<file path="src/rtl/l524_bootrom_ctrl.sv">
// Boot ROM slave on ICB: synthesises a lui/addi/jr stub toward the strap-selected target, one-entry response buffer.
// Build macro L524_BOOTROM_WR_ERR_EN: when defined, writes are answered with err=1; otherwise they are silently dropped.
module l524_bootrom_ctrl #(
  parameter int          ADDR_WIDTH = 12,
  parameter int          DATA_WIDTH = 32,
  parameter int          DATA_DEPTH = 1024,
  parameter logic [31:0] ITCM_BASE  = 32'h8000_0000,
  parameter logic [31:0] FLASH_BASE = 32'h2040_0000,
  parameter logic [31:0] ALT_BASE   = 32'h0000_0000
) (
  input  logic                  clk,
  input  logic                  rst,
  input  logic [1:0]            boot_mode,
  input  logic                  icb_cmd_valid,
  output logic                  icb_cmd_ready,
  input  logic [ADDR_WIDTH-1:0] icb_cmd_addr,
  input  logic                  icb_cmd_read,
  output logic                  icb_rsp_valid,
  input  logic                  icb_rsp_ready,
  output logic [DATA_WIDTH-1:0] icb_rsp_rdata,
  output logic                  icb_rsp_err,
  output logic                  boot_done,
  output logic [1:0]            boot_mode_q
);

  localparam int NW        = DATA_WIDTH / 32;
  localparam int BSHIFT    = (DATA_WIDTH == 64) ? 3 : 2;
  localparam int BOOT_BEAT = 8 >> BSHIFT;
  localparam logic [31:0] PARK_WORD = 32'h0000_006f;
  localparam logic [31:0] JR_WORD   = 32'h0002_8067;

`ifdef L524_BOOTROM_WR_ERR_EN
  localparam logic WR_ERR = 1'b1;
`else
  localparam logic WR_ERR = 1'b0;
`endif

  logic                  rsp_valid_q, rsp_valid_d;
  logic [DATA_WIDTH-1:0] rdata_q, rdata_d;
  logic                  err_q, err_d;
  logic                  hit_q, hit_d;
  logic                  boot_done_q, boot_done_d;

  logic [31:0]           tgt;
  logic [19:0]           hi;
  logic [31:0]           w0, w1;
  logic [31:0]           beat_idx;
  logic [31:0]           widx;
  logic [31:0]           word;
  logic [DATA_WIDTH-1:0] rom_dat;
  logic                  oob;
  logic                  cmd_hs, rsp_hs;

  // lo is sign-extended by addi, so hi absorbs a carry from bit 11
  always_comb begin
    case (boot_mode_q)
      2'd0:    tgt = ITCM_BASE;
      2'd1:    tgt = FLASH_BASE;
      default: tgt = ALT_BASE;
    endcase
    hi = tgt[31:12] + {19'd0, tgt[11]};
    w0 = {hi, 12'h2b7};
    w1 = {tgt[11:0], 20'h28293};
  end

  always_comb begin
    rom_dat  = '0;
    oob      = 1'b0;
    widx     = '0;
    word     = '0;
    beat_idx = 32'(icb_cmd_addr >> BSHIFT);
    for (int k = 0; k < NW; k++) begin
      widx = beat_idx * 32'(NW) + 32'(k);
      if (widx >= 32'(DATA_DEPTH)) oob = 1'b1;
      word = '0;
      if (boot_mode_q == 2'd3) begin
        if (widx == 32'd0) word = PARK_WORD;
      end else begin
        case (widx)
          32'd0:   word = w0;
          32'd1:   word = w1;
          32'd2:   word = JR_WORD;
          default: word = '0;
        endcase
      end
      rom_dat[k*32 +: 32] = word;
    end
  end

  assign icb_cmd_ready = !rsp_valid_q || icb_rsp_ready;
  assign cmd_hs        = icb_cmd_valid && icb_cmd_ready;
  assign rsp_hs        = rsp_valid_q && icb_rsp_ready;

  always_comb begin
    rsp_valid_d = rsp_valid_q;
    rdata_d     = rdata_q;
    err_d       = err_q;
    hit_d       = hit_q;
    boot_done_d = boot_done_q;
    if (rsp_hs && hit_q && !err_q && (boot_mode_q != 2'd3)) boot_done_d = 1'b1;
    if (cmd_hs) begin
      rsp_valid_d = 1'b1;
      err_d       = oob || (!icb_cmd_read && WR_ERR);
      rdata_d     = (icb_cmd_read && !oob) ? rom_dat : '0;
      hit_d       = icb_cmd_read && (beat_idx == 32'(BOOT_BEAT));
    end else if (rsp_hs) begin
      rsp_valid_d = 1'b0;
    end
  end

  always_ff @(posedge clk) begin
    if (rst) begin
      boot_mode_q <= boot_mode;
      rsp_valid_q <= 1'b0;
      rdata_q     <= '0;
      err_q       <= 1'b0;
      hit_q       <= 1'b0;
      boot_done_q <= 1'b0;
    end else begin
      rsp_valid_q <= rsp_valid_d;
      rdata_q     <= rdata_d;
      err_q       <= err_d;
      hit_q       <= hit_d;
      boot_done_q <= boot_done_d;
    end
  end

  assign icb_rsp_valid = rsp_valid_q;
  assign icb_rsp_rdata = rdata_q;
  assign icb_rsp_err   = err_q;
  assign boot_done     = boot_done_q;

endmodule

</file>
<file path="config.mk">
export PLATFORM = sky130hd
export DESIGN_NAME = l524_bootrom_ctrl
export DESIGN_NICKNAME = d
export VERILOG_FILES = /design/src/rtl/l524_bootrom_ctrl.sv
export SDC_FILE = /design/constraint.sdc
export NUM_CORES = 1
export LEC_CHECK = 0
export ABC_AREA = 1
export CORE_ASPECT_RATIO = 2
export CORE_MARGIN = 2
export CORE_UTILIZATION = 31
export DETAILED_ROUTE_END_ITERATION = 7
export PLACE_DENSITY = 0.8
export SYNTH_ARGS = -nofsm -noshare
export SYNTH_HDL_FRONTEND = slang
export SYNTH_SLANG_ARGS = --single-unit
</file>
<file path="constraint.sdc">
create_clock -name clk -period 1.1 [get_ports clk]
set_input_delay 0.33 -clock clk [delete_from_list [all_inputs] [get_ports clk]]
set_output_delay 0.33 -clock clk [all_outputs]
set_load 0.005 [all_outputs]
</file>
==> run metrics, run 1 <==
result of the run=finished, violations left; failing checks=setup timing; synthesized cell area=approximately 810 um2; overall overflow remaining after global route=0; maxcap violations=0; relative contribution of sequential cells to total power=between 40 and 50%; fraction of final layout cells sized beyond drive strength 1=between 50% and 60%; maximum fanout encountered on the critical timing path=5; CTS root buffer=sky130_fd_sc_hd__clkbuf_8; arrival time at the worst endpoint=1.36 ns; die span in x=about 40 um; cell count of the worst reg-to-reg path=8; Top Ports=57; largest net degree at the start of global routing=12; Yosys warning total=0; setup slack of the critical path after layout=-0.0835 ns; initial cell density of the core=32.1%; Clock power frac=roughly 37%; final core utilization=approximately 50%; WS Path Type=flop to flop; static power due to leakage=roughly 0.6 nW; placer congestion estimate=around 0.77; power per cell area=roughly 920 nW/um2; Worst Hold Depth=3; Clock Path Buffers=2; die footprint=3080 um2; final setup violation count=10; instance count after placement with tap cells included=approximately 180; post-layout min period=roughly 1.2 ns; clock tree skew after final layout=0.000746 ns; Switching Share=27.1%; CTS H-Tree Depth=1; total of fill cells in the finished design=257; growth of design area from synthesis to finish=58.2%; post-detailed-route via-to-cell ratio=between 4 and 5; first-iteration detailed-routing DRC count=52; # hold bufs at CTS=0; total clock buffers created by CTS=3; synthesized area per cell=7.34 um2; hold path startpoint=icb_rsp_ready; clock transition time at the flip-flop clock pins of the worst setup and hold paths=0.06 ns; CTS tree=yes; detailed-placement wirelength estimate=roughly 1600 um; worst-case hold path end point=boot_done$_SDFFE_PP0P_; achievable clock frequency=~840 MHz; post-detailed-route DRC marker count=0; number of synthesized register bits=13; internal power=about 870 uW; Comb power frac=21.1%; antenna violations before repair=0; first-pass iteration count of the detailed router=4; Worst Setup End Kind=flop; kind of start point of the critical path=flop; path type of the worst min-delay path=input pin to flop; Critical R2R Launch=icb_rsp_valid$_SDFFE_PP0P_; register-to-register setup slack=-0.08 ns; VDD IR max=0.000507 V; Final Slew Violations=0; post-synth cell types=17; final hold violation count=0; Ant. Diodes=0; vias post-DR=about 830; combined flip-flop and latch cell area=293 um2; final std cells w/o fill=186; final wirelength=2360 um; post-layout net count=roughly 180; most common cell after layout, fill and taps aside=sky130_fd_sc_hd__buf_2; number of clock sinks=13; most frequent cells in the layout=20 x sky130_fd_sc_hd__buf_2, 19 x sky130_fd_sc_hd__conb_1, 12 x sky130_fd_sc_hd__nor2_1; RSZ-0062 raised after global routing=true; sequential fraction of the synthesis area=34.4%; count of buffers inserted at the top-level ports=35; average wire per standard cell=about 13 um; area taken by multi-input logic gates=477 um2; GRT Resource Usage Total=15.8%; Die H=76.5 um; wire length of the first global-routing pass=~3500 um; number of cells produced by synthesis=111; remaining antenna violation count=0; total core area=between 2000 and 3000 um2; endpoint of the most critical register-to-register path=icb_rsp_rdata[3]$_SDFFE_PP0P_; insertion delay of the later-clocked pin in the worst-skew pair=approximately 0.24 ns; data required time at the worst endpoint=~1.3 ns; vias in the first global route=between 800 and 900; placement row count=26; NetSw=323 uW; final critical-path share of the clock period=108%
==> sequential cells by signal (all words and copies together), names as in the netlist <==
name	count
boot_done	1
boot_mode_q	2
hit_q	1
icb_rsp_rdata	8
icb_rsp_valid	1
==> per-layer routing <==
layer  routed length, um  vias to the layer above  GRT usage, %
li1                    -                      392             -
met1                 784                      392          15.2
met2                1370                       42          27.3
met3                 151                        5          2.33
met4                  50                        0          11.0
met5                   0                        -             0
==> logic make-up after synthesis <==
family | share of synthesized area, %
compound gates | 5.53
simple gates | 29.6
buf+inv | 30.0
other cells | 0.460
flops | 34.4
==> cell type report <==
cell class	instances	area share, %
Inverter	11	3.40
Multi-Input combinational cell	78	37.0
Clock buffer	4	3.50
Timing Repair Buffer	52	30.7
Sequential cell	13	22.7
Tap cell	28	2.72
==> worst max-delay path by stage <==
stage / cells past startpoint / from / end / slack [ns]
floorplan: 7 / icb_cmd_addr[7] / icb_rsp_rdata[5]$_SDFFE_PP0P_ / 0.05
global placement: 4 / icb_rsp_ready / icb_cmd_ready / -0.64
detailed placement: 4 / icb_rsp_ready / icb_cmd_ready / -0.64
CTS: 2 / icb_rsp_rdata[9]$_SDFFE_PP0P_ / icb_rsp_rdata[7] / -0.03
global route: 8 / icb_rsp_valid$_SDFFE_PP0P_ / icb_rsp_rdata[3]$_SDFFE_PP0P_ / -0.14
finish: 8 / icb_rsp_valid$_SDFFE_PP0P_ / icb_rsp_rdata[3]$_SDFFE_PP0P_ / -0.08
==> cells in the mapped netlist, drive strengths merged <==
cell	number	area, um2
clkbuf	1	3.75
nor3	1	16.3
buf	26	199
nand4	3	18.8
edfxtp	2	60.1
nand3	5	25.0
dfxtp	11	220
inv	11	41.3
nor2	21	96.3
conb	1	3.75
nand2	20	85.1
a21oi	9	45.0
==> what timing repair did <==
action | 4_1_cts | 5_1_grt
pin swaps | 25 | 13
resized for setup | 139 | 20
hold endpoints to repair | 0 | 0
setup endpoints to repair | 29 | 15
buffers inserted | 3 | 2
==> critical path, cell delays in order, from the launching register on <==
cell and delay, ns:
sky130_fd_sc_hd__dfxtp_2 0.32, sky130_fd_sc_hd__nand2_2 0.07, sky130_fd_sc_hd__buf_6 0.12, sky130_fd_sc_hd__nand2_8 0.06, sky130_fd_sc_hd__nor2_4 0.13, sky130_fd_sc_hd__nand2_1 0.08
sky130_fd_sc_hd__nor2_2 0.13, sky130_fd_sc_hd__nand2_1 0.09, sky130_fd_sc_hd__a21oi_2 0.11
==> power groups by stage <==
stage	Combinational [mW]	Sequential, mW	Clock (mW)
after floorplan	0.129	0.514	0
after global placement	0.214	0.510	0
after detailed placement	0.220	0.511	0
after CTS	0.225	0.501	0.443
after global routing	0.271	0.501	0.458
final	0.251	0.501	0.438
==> through the flow <==
step	power [mW]	setup slack (ns)	setup TNS, ns	hold WS [ns]	instance area, um2
2_1_floorplan	0.642	0.0479	0	0.399	882
3_3_place_gp	0.725	-0.638	-6.52	0.439	1170
3_5_place_dp	0.731	-0.643	-7.11	0.460	1170
4_1_cts	1.17	-0.0330	-0.167	0.457	1220
5_1_grt	1.23	-0.143	-0.804	0.375	1290
6_report	1.19	-0.0835	-0.358	0.360	1290
Note: power is estimated with default switching activity, not from simulation.
==> inputs of run 2 (changes only) <==
ABC_CLOCK_PERIOD_IN_PS = 1100   (was not set)
==> results of run 2 <==
Same layout as run 1: the final DEF is identical, and so are final timing and power.
